## config.mk

```make
export PLATFORM = sky130hd
export DESIGN_NAME = rand_arbiter
export DESIGN_NICKNAME = d
export VERILOG_FILES = /design/src/rtl/rand_arbiter_pkg.sv /design/src/rtl/rand_arbiter_rr_pick.sv /design/src/rtl/rand_arbiter.sv
export SDC_FILE = /design/constraint.sdc
export NUM_CORES = 1
export LEC_CHECK = 0
export ABC_AREA = 1
export CORE_MARGIN = 5
export CORE_UTILIZATION = 43
export CTS_CLUSTER_SIZE = 14
export DETAILED_ROUTE_END_ITERATION = 12
export GPL_TIMING_DRIVEN = 0
export PLACE_DENSITY_LB_ADDON = 0.1
export SETUP_SLACK_MARGIN = 0.15
export SLEW_MARGIN = 20
export SYNTH_ARGS = -nofsm -noshare
export SYNTH_HDL_FRONTEND = slang
export SYNTH_SLANG_ARGS = --single-unit
```

## constraint.sdc

```tcl
create_clock -name clock -period 2.4 [get_ports clock]
set_input_delay 0.48 -clock clock [delete_from_list [all_inputs] [get_ports clock]]
set_output_delay 0.48 -clock clock [all_outputs]
set_load 0.05 [all_outputs]
```

## src/rtl/rand_arbiter_pkg.sv

```systemverilog
// Shared definitions for rand_arbiter: word width, default seed, xorshift step and warm-up FSM states.
// The warm-up states are only used when RAND_ARB_WARMUP_EN is defined.
package rand_arbiter_pkg;

  localparam int RA_W = 32;
  localparam logic [RA_W-1:0] RA_DEFAULT_SEED = 32'hdeadbeef;

  typedef enum logic [0:0] {
    RA_WARMUP = 1'b0,
    RA_RUN    = 1'b1
  } ra_state_e;

  // One xorshift32 advance (13/17/5); a bijection, so a nonzero state never reaches zero.
  function automatic logic [RA_W-1:0] ra_step(input logic [RA_W-1:0] s);
    logic [RA_W-1:0] a;
    logic [RA_W-1:0] b;
    logic [RA_W-1:0] c;
    a = s ^ (s << 5'd13);
    b = a ^ (a >> 5'd17);
    c = b ^ (b << 5'd5);
    return c;
  endfunction

endpackage

```

## src/rtl/rand_arbiter_rr_pick.sv

```systemverilog
// Combinational circular priority picker: first set bit of cand at or above ptr, wrapping at N.
module rr_pick #(
  parameter int N  = 4,
  parameter int PW = 2
) (
  input  logic [N-1:0]  cand,
  input  logic [PW-1:0] ptr,
  output logic [N-1:0]  onehot,
  output logic          any
);

  logic [PW:0]   w_sum;
  logic [PW-1:0] w_idx;
  logic          w_take;
  logic          w_found;

  // Walk the candidates starting at ptr; the first hit claims the grant.
  always_comb begin
    onehot  = '0;
    w_found = 1'b0;
    w_sum   = '0;
    w_idx   = '0;
    w_take  = 1'b0;
    for (int k = 0; k < N; k++) begin
      w_sum  = {1'b0, ptr} + (PW+1)'(k);
      w_idx  = (w_sum >= (PW+1)'(N)) ? PW'(w_sum - (PW+1)'(N)) : w_sum[PW-1:0];
      w_take = !w_found && cand[w_idx];
      onehot[w_idx] = w_take;
      w_found = w_found | w_take;
    end
  end

  assign any = w_found;

endmodule

```

## src/rtl/rand_arbiter.sv

```systemverilog
// Round-robin arbiter handing out one fresh xorshift32 word per clock to N_REQ requesters.
// Optional feature macro RAND_ARB_WARMUP_EN: discard WARMUP generator advances after reset.
module rand_arbiter
  import rand_arbiter_pkg::*;
#(
  parameter int              N_REQ  = 4,
  parameter logic [RA_W-1:0] SEED   = RA_DEFAULT_SEED,
  parameter int              WARMUP = 16
) (
  input  logic              clock,
  input  logic              reset,
  input  logic [N_REQ-1:0]  req,
  output logic [N_REQ-1:0]  gnt,
  output logic [RA_W-1:0]   rand_out,
  output logic [N_REQ-1:0]  pending,
  output logic              ready
);

  localparam int PW = $clog2(N_REQ);

  generate
    if (SEED == '0) begin : g_bad_seed
      $error("rand_arbiter: SEED must be nonzero");
    end
    if ((N_REQ < 2) || (N_REQ > 16)) begin : g_bad_nreq
      $error("rand_arbiter: N_REQ must be in 2..16");
    end
    if (WARMUP < 1) begin : g_bad_warmup
      $error("rand_arbiter: WARMUP must be at least 1");
    end
  endgenerate

  logic [N_REQ-1:0] r_gnt;
  logic [RA_W-1:0]  r_rand;
  logic [N_REQ-1:0] r_pending;
  logic [PW-1:0]    r_ptr;
  logic [RA_W-1:0]  r_state;

  logic [N_REQ-1:0] w_cand;
  logic [N_REQ-1:0] w_win;
  logic             w_any;
  logic [PW-1:0]    w_win_idx;
  logic [PW-1:0]    w_ptr_nxt;
  logic             w_fire;
  logic             w_ready;
  logic             w_warm_adv;

  // A one-cycle req pulse is folded straight into this cycle's candidate set.
  assign w_cand = r_pending | req;

  rr_pick #(
    .N  (N_REQ),
    .PW (PW)
  ) u_pick (
    .cand   (w_cand),
    .ptr    (r_ptr),
    .onehot (w_win),
    .any    (w_any)
  );

  // Encode the one-hot winner back to an index for the pointer update.
  always_comb begin
    w_win_idx = '0;
    for (int k = 0; k < N_REQ; k++) begin
      w_win_idx = w_win_idx | (w_win[k] ? PW'(k) : '0);
    end
  end

  assign w_ptr_nxt = (w_win_idx == PW'(N_REQ - 1)) ? '0 : (w_win_idx + PW'(1));
  assign w_fire    = w_ready & w_any;

`ifdef RAND_ARB_WARMUP_EN
  localparam int CW = (WARMUP > 1) ? $clog2(WARMUP) : 1;

  ra_state_e     r_fsm;
  ra_state_e     w_fsm_nxt;
  logic [CW-1:0] r_cnt;
  logic [CW-1:0] w_cnt_nxt;

  // Warm-up FSM state and cycle counter.
  always_ff @(posedge clock or posedge reset) begin
    if (reset) begin
      r_fsm <= RA_WARMUP;
      r_cnt <= '0;
    end else begin
      r_fsm <= w_fsm_nxt;
      r_cnt <= w_cnt_nxt;
    end
  end

  // Leave WARMUP once WARMUP generator advances have been discarded.
  always_comb begin
    w_fsm_nxt = r_fsm;
    w_cnt_nxt = r_cnt;
    case (r_fsm)
      RA_WARMUP: begin
        if (r_cnt == CW'(WARMUP - 1)) begin
          w_fsm_nxt = RA_RUN;
          w_cnt_nxt = '0;
        end else begin
          w_fsm_nxt = RA_WARMUP;
          w_cnt_nxt = r_cnt + CW'(1);
        end
      end
      RA_RUN: begin
        w_fsm_nxt = RA_RUN;
        w_cnt_nxt = '0;
      end
      default: begin
        w_fsm_nxt = RA_WARMUP;
        w_cnt_nxt = '0;
      end
    endcase
  end

  assign w_ready    = (r_fsm == RA_RUN);
  assign w_warm_adv = (r_fsm == RA_WARMUP);
`else
  assign w_ready    = 1'b1;
  assign w_warm_adv = 1'b0;
`endif

  // Grant, word delivery, generator advance and request bookkeeping.
  always_ff @(posedge clock or posedge reset) begin
    if (reset) begin
      r_gnt     <= '0;
      r_rand    <= '0;
      r_pending <= '0;
      r_ptr     <= '0;
      r_state   <= SEED;
    end else if (w_fire) begin
      r_gnt     <= w_win;
      r_rand    <= r_state;
      r_state   <= ra_step(r_state);
      r_ptr     <= w_ptr_nxt;
      r_pending <= w_cand & ~w_win;
    end else begin
      r_gnt     <= '0;
      r_pending <= w_cand;
      if (w_warm_adv) begin
        r_state <= ra_step(r_state);
      end else begin
        r_state <= r_state;
      end
    end
  end

  assign gnt      = r_gnt;
  assign rand_out = r_rand;
  assign pending  = r_pending;
  assign ready    = w_ready;

endmodule
```

==> results.md, run 1 <==
* Kind of cell with the highest combined delay on the critical path: flip-flops
* Post-synthesis to final-layout area growth at 24.41%
* Multi-input logic area at 0.001673 sq mm
* Cell count after synthesis at 417
* Die Wd at 103.0 microns
* Worst-Skew Late Latency at 0.35 ns
* CP arrival at 2.30 ns
* Fmax at 0.4831 GHz
* Final GP Congestion at 0.8423
* Internal reg-to-reg setup slack at 0.33 ns
* Number of antenna cells inserted at 0
* Chip Height at 103.0 microns
* Violation count after the first detailed-routing iteration at 116
* Number of buffers added by the clock tree synthesis step at 9
* Kind of capture point of the worst setup path: flip-flop
* Number of top-level design ports at 47
* Share of final-layout standard cells stronger than drive strength 1 at 0.1807
* Post-detailed-placement half-perimeter wirelength at 6.285 mm
* Sequential area share after synthesis at 0.5057
* Cells traversed along the worst timing path: inv_2 > ha_2 > inv_1 > nand3_1 > nand2_1 > nand2_1 > o21ai_0 > o21ai_0 > mux2i_1 > nor2_1
* Clock slew seen by the registers of the worst setup and hold paths at 0.08 ns
* Avg WL per Cell at 14.40 microns
* CTS Root Cell: sky130_fd_sc_hd__clkbuf_8
* R2R cell count at 10
* Placed Cells incl. Taps at 572
* Area of the die at 0.01061 sq mm
* Synth Warn # at 0
* Startpoint types: flip-flop
* Total of buffers placed on input and output ports at 45
* Final setup vio count at 0
* Worst Tran Pin Value at 0.5308 ns
* Max clock buf depth at 2
* Netlist area before placement at 0.003721 sq mm
* CORE AREA at 0.008593 sq mm
* Initial Util at 0.4330
* Most used cells in the layout excluding fill and tap cells: sky130_fd_sc_hd__nand2_1 (147), sky130_fd_sc_hd__dfrtp_1 (48), sky130_fd_sc_hd__clkdlybuf4s50_1 (45), sky130_fd_sc_hd__o21ai_0 (42), sky130_fd_sc_hd__xnor2_1 (42)
* Number of antenna violations at the first check in global routing at 0
* RSZ-0062 raised after global routing: false
* Wire length after detailed routing at 8.567 mm
* Type of the most critical hold path: primary input to async pin
* Global-route wire length before repair at 14.23 mm
* Average vias per placed instance at 4.813
* Most common cell after layout, fill and taps aside: sky130_fd_sc_hd__nand2_1
* Fin nets at 494
* Crit Path Max Fanout at 7
* Startpoint-to-endpoint class of the critical path: flip-flop to flip-flop
* Number of rows created at floorplan at 34
* GR Util All Layers at 0.1753
* Sum of overflow across all layers after global routing at 0
* Post-layout minimum cycle time at 2.070 ns
* CP peak stage delay at 0.46 ns
* Number of global-route vias before repair at 2,868
* Slowest library cell on the worst path: sky130_fd_sc_hd__dfrtp_2
* Synthesized netlist net count at 429
* CTS tree: yes
* Routed Antenna Nets at 0
* Number of distinct library cell variants in the gate-level netlist after synthesis at 24
* Number of fill cells at 825
* Max transition margin at 0.6436
* Result of the run: complete, no violations
* Required arrival time at the worst endpoint at 2.63 ns
* Crit path buffers/inverters at 2
* Max capacitance violation total at 0
* Finished Layout Cells at 595
* Average cell area after synthesis at 8.923 sq um
* Sequential cell area at 0.001884 sq mm
* Pin count of the biggest net entering global routing at 34
* Worst Setup Slack post-DPL at -0.03795 ns
* Total iterations of the first detailed-routing run at 4
* Setup slack after layout at 0.3301 ns
* Number of endpoints with negative hold slack in the final report at 0
* H-tree levels at 3
* Total number of vias at 2,864
* Remaining design rule violation count at 0
* Portion of the clock cycle consumed by the worst path in the final layout at 0.8625
* Total of flip-flops plus latches after synthesis at 74
* Count of cell instances traversed by the critical path at 10
* Clk sinks at 74
* Total count of max-transition violations in the final report at 0
* Worst setup skew after layout at 0.005325 ns
[cell families (layout without fill, tap and decap cells)]
logic type | count (synthesis) | in the layout | share of synthesized area
compound gates | 49 | 49 | 0.07196
mux | 1 | 1 | 0.002690
buf+inv | 40 | 109 | 0.05043
flops | 74 | 74 | 0.5057
other cells | 1 | 1 | 0.001008
fa+ha+maj | 6 | 6 | 0.02017
simple gates | 186 | 187 | 0.2068
xor+xnor | 60 | 60 | 0.1412
[metrics by stage]
step / hold WS (ns) / utilization / setup TNS, ns / cell area (sq um)
global route: 0.4944 / 0.5387 / 0 / 4629
finish: 0.4811 / 0.5387 / 0 / 4629
global placement: 0.4632 / 0.5016 / 0 / 4310
detailed placement: 0.4667 / 0.5063 / -0.5307 / 4350
CTS: 0.4806 / 0.5301 / 0 / 4556
floorplan: 0.4800 / - / 0 / 3725
[final timing paths]
kind                              from           to
min reg2reg                rand_out[6]  rand_out[6]
min in group clock         rand_out[6]  rand_out[6]
max in group asynchronous        reset  r_state[28]
max                           r_ptr[1]   pending[0]
min                              reset       gnt[2]
max reg2reg                   r_ptr[1]   pending[0]
[layer usage]
| metal | up-vias | GRT usage | wire length (microns) |
|---|---|---|---|
| met1 | 1359 | 0.2442 | 4076 |
| li1 | 1442 | - | - |
| met5 | - | 0 | 0 |
| met4 | 0 | 0.05179 | 89 |
| met2 | 53 | 0.2758 | 3983 |
| met3 | 10 | 0.03721 | 418 |
[worst register-to-register path, cell delays in order (launching register included)]
cell	delay, ns
sky130_fd_sc_hd__dfrtp_2	0.46
sky130_fd_sc_hd__inv_2	0.13
sky130_fd_sc_hd__ha_2	0.33
sky130_fd_sc_hd__inv_1	0.10
sky130_fd_sc_hd__nand3_1	0.08
sky130_fd_sc_hd__nand2_1	0.15
sky130_fd_sc_hd__nand2_1	0.14
sky130_fd_sc_hd__o21ai_0	0.22
sky130_fd_sc_hd__o21ai_0	0.11
sky130_fd_sc_hd__mux2i_1	0.18
sky130_fd_sc_hd__nor2_1	0.07
[synthesized netlist by cell type, drive strengths merged]
cell type | instances | area share
buf | 14 | 0.024
a21oi | 1 | 0.0013
conb | 1 | 0.0010
xor2 | 18 | 0.042
nand4 | 2 | 0.0034
nand3 | 18 | 0.027
xnor2 | 42 | 0.099
nand2 | 149 | 0.15
mux2i | 1 | 0.0027
nor3 | 1 | 0.0027
inv | 26 | 0.026
ha | 6 | 0.020
dfrtp | 50 | 0.34
nor2 | 16 | 0.022
o21ai | 48 | 0.071
dfstp | 24 | 0.17
[cell type report]
cell class / count / share of cell area
plain buffers: 14 / 0.02108
well taps: 108 / 0.02919
inverters: 26 / 0.02189
repair buffers: 53 / 0.1157
multi-input cells: 304 / 0.3614
flip-flops and latches: 74 / 0.4070
clock inverters: 6 / 0.01405
clock buffers: 10 / 0.02973
[timing repair]
item / CTS / global route
pin swaps: 0 / 1
buffers inserted: 0 / 6
cloned: 0 / 1
gates resized for setup: 2 / 8
endpoints found under the setup margin: 57 / 70
hold buffers: 0 / 0
[flip-flops by register name, indices dropped and copies added, names as in the netlist]
signal and cells:
rand_out 32, gnt 4, pending 4, r_state 32, r_ptr 2
Power of run 1 is left out: the tool's default activity adds up to more than one toggle a clock period on the data nets, which glitch-free logic cannot reach.
==> run 2, diff against run 1 <==
--- a/config.mk
+++ b/config.mk
@@ -6,6 +6,7 @@
 export NUM_CORES = 1
 export LEC_CHECK = 0
 export ABC_AREA = 1
+export CORE_ASPECT_RATIO = 0.8
 export CORE_MARGIN = 5
 export CORE_UTILIZATION = 43
 export CTS_CLUSTER_SIZE = 14
==> results.md, run 2 (same netlist as run 1, synthesis figures left out) <==
* Result of the run: complete, no violations
* Average vias per placed instance at 4.807 (-0.14%)
* Chip Height at 93.21 microns (-9.5%)
* Initial Util at 0.4406 (+0.007570)
* M1 WL at 4.641 mm (+14%)
* Total count of max-transition violations in the final report at 0 (unchanged)
* Number of endpoints with negative hold slack in the final report at 0 (unchanged)
* Most common cell after layout, fill and taps aside: sky130_fd_sc_hd__nand2_1
* Met3 layer wire length in the routed design at 344 microns (-18%)
* Final setup vio count at 0 (unchanged)
* Crit Path Max Fanout at 7 (unchanged)
* Number of buffers added by the clock tree synthesis step at 9 (unchanged)
* Number of fill cells at 803 (-2.7%)
* Post-layout minimum cycle time at 2.116 ns (+0.04646 ns)
* H-tree levels at 3 (unchanged)
* Number of antenna violations at the first check in global routing at 0 (unchanged)
* Startpoint types: flip-flop
* Top Layer Used: met4
* Max capacitance violation total at 0 (unchanged)
* Internal reg-to-reg setup slack at 0.28 ns (-0.05 ns)
* Number of global-route vias before repair at 2,760 (-3.8%)
* Worst-Skew Late Latency at 0.35 ns (about the same)
* Violation count after the first detailed-routing iteration at 133 (+15%)
* Worst setup skew after layout at 0.01025 ns (+0.004926 ns)
* Number of top-level design ports at 47 (unchanged)
* Pin count of the biggest net entering global routing at 35 (+2.9%)
* Setup tns final at 0 ns (unchanged)
* Total number of vias at 2,860 (-0.14%)
* Number of antenna cells inserted at 0 (unchanged)
* Total of buffers placed on input and output ports at 45 (unchanged)
* Sum of overflow across all layers after global routing at 0 (unchanged)
* Worst Tran Pin Value at 0.5281 ns (-0.002744 ns)
* GR Util All Layers at 0.1722 (-0.003072)
* Wire length after detailed routing at 8.641 mm (+0.86%)
* Post-detailed-placement half-perimeter wirelength at 6.434 mm (+2.4%)
* Final GP Congestion at 0.8077 (-4.1%)
* Most used cells in the layout excluding fill and tap cells: sky130_fd_sc_hd__nand2_1 (147), sky130_fd_sc_hd__dfrtp_1 (48), sky130_fd_sc_hd__clkdlybuf4s50_1 (45), sky130_fd_sc_hd__o21ai_0 (42), sky130_fd_sc_hd__xnor2_1 (42)
* Fin nets at 490 (-0.81%)
* Max transition margin at 0.6454 (+0.001842)
* Remaining design rule violation count at 0 (unchanged)
* Required arrival time at the worst endpoint at 2.68 ns (+0.05 ns)
* Total iterations of the first detailed-routing run at 4 (unchanged)
* Clock slew seen by the registers of the worst setup and hold paths at 0.08 ns (about the same)
* Met2 wire length at 3.568 mm (-10%)
* Startpoint-to-endpoint class of the critical path: flip-flop to flip-flop
* Endpoint of the most critical register-to-register path: r_ptr[1]
* Start of the worst register-to-register path: r_ptr[1]
* Global-route wire length before repair at 14.22 mm (about the same)
* Kind of capture point of the worst setup path: flip-flop
* CTS Root Cell: sky130_fd_sc_hd__clkbuf_8
* CORE AREA at 0.008446 sq mm (-1.7%)
* CTS tree: yes
* Sequential cell area at 0.001884 sq mm (unchanged)
* Post-synthesis to final-layout area growth at 24.34% (about the same)
* R2R cell count at 12 (+2)
* CP arrival at 2.40 ns (+0.10 ns)
* Portion of the clock cycle consumed by the worst path in the final layout at 0.8818 (+0.01936)
* RSZ-0062 raised after global routing: false
* Die Wd at 114.0 microns (+11%)
* Clk sinks at 74 (unchanged)
* Fmax at 0.4725 GHz (-2.2%)
* Area of the die at 0.01063 sq mm (+0.11%)
* Worst setup path start: r_ptr[1]
* Share of final-layout standard cells stronger than drive strength 1 at 0.1698 (-0.01093)
* Routed Antenna Nets at 0 (unchanged)
* Multi-input logic area at 0.001654 sq mm (-1.1%)
* Max clock buf depth at 2 (unchanged)
* Avg WL per Cell at 14.52 microns (+0.86%)
* Number of rows created at floorplan at 30 (-12%)
* Type of the most critical hold path: primary input to async pin
-- run 2: changes by cell type in the layout (fill, tap and decap cells not counted) --
cell                        delta
sky130_fd_sc_hd__nor2_1        +1
sky130_fd_sc_hd__clkbuf_4      -3
sky130_fd_sc_hd__buf_2         +3
sky130_fd_sc_hd__nor2_4        -2
sky130_fd_sc_hd__clkinv_2      -1
sky130_fd_sc_hd__bufinv_16     +2
sky130_fd_sc_hd__clkinv_4      -1
sky130_fd_sc_hd__buf_4         -3
sky130_fd_sc_hd__inv_6         -1
sky130_fd_sc_hd__clkbuf_1      +1
-- run 2: timing repair --
item / in CTS / in global routing
resized for setup: 2 / 2
endpoints found under the setup margin: 36 / 65
hold buffers: 0 / 0
setup buffers: 0 / 3
-- run 2: routing by layer --
| metal | vias to the layer above | global-route usage |
|---|---|---|
| met3 | 9 | 0.03881 |
| met4 | 0 | 0.05341 |
| met2 | 46 | 0.2432 |
| met5 | - | 0 |
| met1 | 1379 | 0.2606 |
| li1 | 1426 | - |
-- run 2: layout make-up --
type	count	area share
flip-flops and latches	74	0.4072
multi-input cells	303	0.3575
repair buffers	50	0.1109
clock buffers	11	0.03056
well taps	112	0.03029
clock inverters	5	0.02217
inverters	26	0.02190
plain buffers	14	0.01947
-- run 2: critical path, cell delays in order (launching register included) --
cell	delay (ns)
sky130_fd_sc_hd__dfrtp_2	0.45
sky130_fd_sc_hd__inv_2	0.10
sky130_fd_sc_hd__ha_2	0.39
sky130_fd_sc_hd__inv_1	0.07
sky130_fd_sc_hd__nand3_1	0.08
sky130_fd_sc_hd__nand2_1	0.09
sky130_fd_sc_hd__nor2_2	0.23
sky130_fd_sc_hd__nand3_2	0.16
sky130_fd_sc_hd__nand2_1	0.11
sky130_fd_sc_hd__inv_1	0.07
sky130_fd_sc_hd__nor2_4	0.12
sky130_fd_sc_hd__nand3_1	0.08
sky130_fd_sc_hd__nand3_1	0.09
-- run 2: how the worst max path moves through the flow --
stage	end	slack, ns	cells after the start
after CTS	r_ptr[1]	0.19	12
after global routing	r_ptr[1]	0.15	12
after global placement	r_ptr[1]	0.009	12
after detailed placement	r_state[4]	0.009	12
after floorplan	r_state[4]	0.54	11
final	r_ptr[1]	0.28	12
-- run 2: metrics by stage --
stage,cell area (sq um),cells,setup WS [ns],util,hold slack [ns]
6_report,4627,595,0.2836,0.5479,0.4570
4_1_cts,4602,592,0.1895,0.5449,0.4422
3_3_place_gp,4315,574,0.008741,0.5110,0.4616
2_1_floorplan,3725,417,0.5385,-,0.4800
3_5_place_dp,4355,576,0.008763,0.5157,0.4650
5_1_grt,4627,595,0.1510,0.5479,0.4656
Power of run 2 is left out for the same reason.
==> run 3, diff against run 2 <==
--- a/config.mk
+++ b/config.mk
@@ -11,10 +11,12 @@
 export CORE_UTILIZATION = 43
 export CTS_CLUSTER_SIZE = 14
 export DETAILED_ROUTE_END_ITERATION = 12
+export GPL_ROUTABILITY_DRIVEN = 0
 export GPL_TIMING_DRIVEN = 0
 export PLACE_DENSITY_LB_ADDON = 0.1
 export SETUP_SLACK_MARGIN = 0.15
-export SLEW_MARGIN = 20
+export SLEW_MARGIN = 30
 export SYNTH_ARGS = -nofsm -noshare
 export SYNTH_HDL_FRONTEND = slang
 export SYNTH_SLANG_ARGS = --single-unit
+export TNS_END_PERCENT = 20
==> results.md, run 3 (same netlist as run 1, synthesis figures left out) <==
* Result of the run: complete, no violations
* Number of fill cells at 794 (-1.1%)
* Area of the die at 0.01063 sq mm (unchanged)
* Violation count after the first detailed-routing iteration at 107 (-20%)
* Worst-Skew Late Latency at 0.35 ns (about the same)
* Total count of max-transition violations in the final report at 0 (unchanged)
* Kind of capture point of the worst setup path: flip-flop
* Routed Antenna Nets at 0 (unchanged)
* Max capacitance violation total at 0 (unchanged)
* Number of antenna cells inserted at 0 (unchanged)
* Crit Path Max Fanout at 10 (+3)
* Wire length after detailed routing at 8.664 mm (+0.27%)
* Max clock buf depth at 2 (unchanged)
* Number of endpoints with negative hold slack in the final report at 0 (unchanged)
* Max transition margin at 0.6256 (-0.01987)
* CORE AREA at 0.008446 sq mm (unchanged)
* H-tree levels at 3 (unchanged)
* Post-synthesis to final-layout area growth at 24.38% (about the same)
* Most used cells in the layout excluding fill and tap cells: sky130_fd_sc_hd__nand2_1 (147), sky130_fd_sc_hd__dfrtp_1 (48), sky130_fd_sc_hd__clkdlybuf4s50_1 (45), sky130_fd_sc_hd__o21ai_0 (42), sky130_fd_sc_hd__xnor2_1 (42)
* Clk sinks at 74 (unchanged)
* Required arrival time at the worst endpoint at 2.64 ns (-0.04 ns)
* Setup tns final at 0 ns (unchanged)
* Post-detailed-placement half-perimeter wirelength at 6.428 mm (-0.10%)
* Global-route wire length before repair at 14.35 mm (+0.88%)
* Total iterations of the first detailed-routing run at 4 (unchanged)
* Number of global-route vias before repair at 2,824 (+2.3%)
* Average vias per placed instance at 4.807 (about the same)
* RSZ-0062 raised after global routing: false
* Fmax at 0.4735 GHz (+0.22%)
* Number of rows created at floorplan at 30 (unchanged)
* CTS Root Cell: sky130_fd_sc_hd__clkbuf_8
* Sum of overflow across all layers after global routing at 0 (unchanged)
* Worst Tran Pin Value at 0.5576 ns (+0.02959 ns)
* Number of top-level design ports at 47 (unchanged)
* Remaining design rule violation count at 0 (unchanged)
* Startpoint-to-endpoint class of the critical path: flip-flop to flip-flop
* Clock slew seen by the registers of the worst setup and hold paths at 0.08 ns (about the same)
* Pin count of the biggest net entering global routing at 31 (-11%)
* Post-layout minimum cycle time at 2.112 ns (-0.004544 ns)
* Portion of the clock cycle consumed by the worst path in the final layout at 0.8799 (-0.001893)
* Chip Height at 93.21 microns (unchanged)
* GR Util All Layers at 0.1722 (about the same)
* Share of final-layout standard cells stronger than drive strength 1 at 0.1625 (-0.007272)
* Number of antenna violations at the first check in global routing at 0 (unchanged)
* Placed Cells incl. Taps at 576 (unchanged)
* Number of buffers added by the clock tree synthesis step at 9 (unchanged)
* Total of buffers placed on input and output ports at 45 (unchanged)
* Total number of vias at 2,846 (-0.49%)
* Type of the most critical hold path: primary input to async pin
* Finished Layout Cells at 592 (-0.50%)
* Final setup vio count at 0 (unchanged)
* Most common cell after layout, fill and taps aside: sky130_fd_sc_hd__nand2_1
* Worst setup skew after layout at 0.008436 ns (-0.001815 ns)
* Startpoint types: flip-flop
* Avg WL per Cell at 14.64 microns (+0.77%)
* CTS tree: yes
* Fin nets at 487 (-0.61%)
* Buffer count from post-CTS setup fixing at 0 (unchanged)
* CP arrival at 2.35 ns (-0.05 ns)
* Initial Util at 0.4406 (unchanged)
* Die Wd at 114.0 microns (unchanged)
==> run 3: layout make-up <==
type                            instances  area (sq um)  share of cell area
Sequential cell                        74          1884              0.4071
Multi-Input combinational cell        303          1664              0.3596
Timing Repair Buffer                   47         490.5              0.1060
Clock buffer                           12         155.1             0.03352
Tap cell                              112         140.1             0.03028
Inverter                               26         101.3             0.02190
Clock inverter                          4         97.59             0.02109
Buffer                                 14         95.09             0.02055
==> run 3: path summary, 6_finish.rpt <==
kind	from	endpoint	slack (ns)	cells past startpoint
worst min-delay path	reset	rand_out[21]	0.48	2
worst min register to register	rand_out[28]	rand_out[28]	0.48	2
worst max-delay path	r_ptr[1]	r_state[4]	0.29	11
max in group asynchronous	reset	r_state[27]	1.37	3
worst max register to register	r_ptr[1]	r_state[4]	0.29	11
min in group clock	rand_out[28]	rand_out[28]	0.48	2
==> run 3: worst max-delay path, cell delays in order, from the launching register on <==
cell	delay, ns
sky130_fd_sc_hd__dfrtp_2	0.48
sky130_fd_sc_hd__inv_1	0.24
sky130_fd_sc_hd__ha_4	0.27
sky130_fd_sc_hd__inv_1	0.07
sky130_fd_sc_hd__nand2_1	0.06
sky130_fd_sc_hd__nand2_1	0.11
sky130_fd_sc_hd__nand3_2	0.10
sky130_fd_sc_hd__nor2_4	0.23
sky130_fd_sc_hd__inv_2	0.10
sky130_fd_sc_hd__buf_4	0.20
sky130_fd_sc_hd__nand2_1	0.08
sky130_fd_sc_hd__o21ai_2	0.05
==> run 3: metrics by stage <==
step	utilization	setup slack, ns	hold WS [ns]	instance area, sq um
final	0.5480	0.2882	0.4798	4628
after global routing	0.5480	0.1368	0.4959	4628
after global placement	0.5110	0.01763	0.4618	4315
after detailed placement	0.5157	-0.0006077	0.4666	4355
after floorplan	-	0.5385	0.4800	3725
after CTS	0.5459	0.2308	0.4757	4611
==> run 3: what timing repair did <==
item                                    4_1_cts  5_1_grt
resized for setup                             2        3
endpoints found under the setup margin       16       31
pin swaps                                     0        0
hold buffers                                  0        0
==> run 3: per-layer routing <==
metal / share of wire / track usage / vias up
met5: 0 / 0 / -
li1: - / - / 1417
met1: 0.50 / 0.2580 / 1351
met4: 0.015 / 0.04748 / 0
met3: 0.060 / 0.05045 / 13
met2: 0.42 / 0.2407 / 65
Power of run 3 is left out for the same reason.
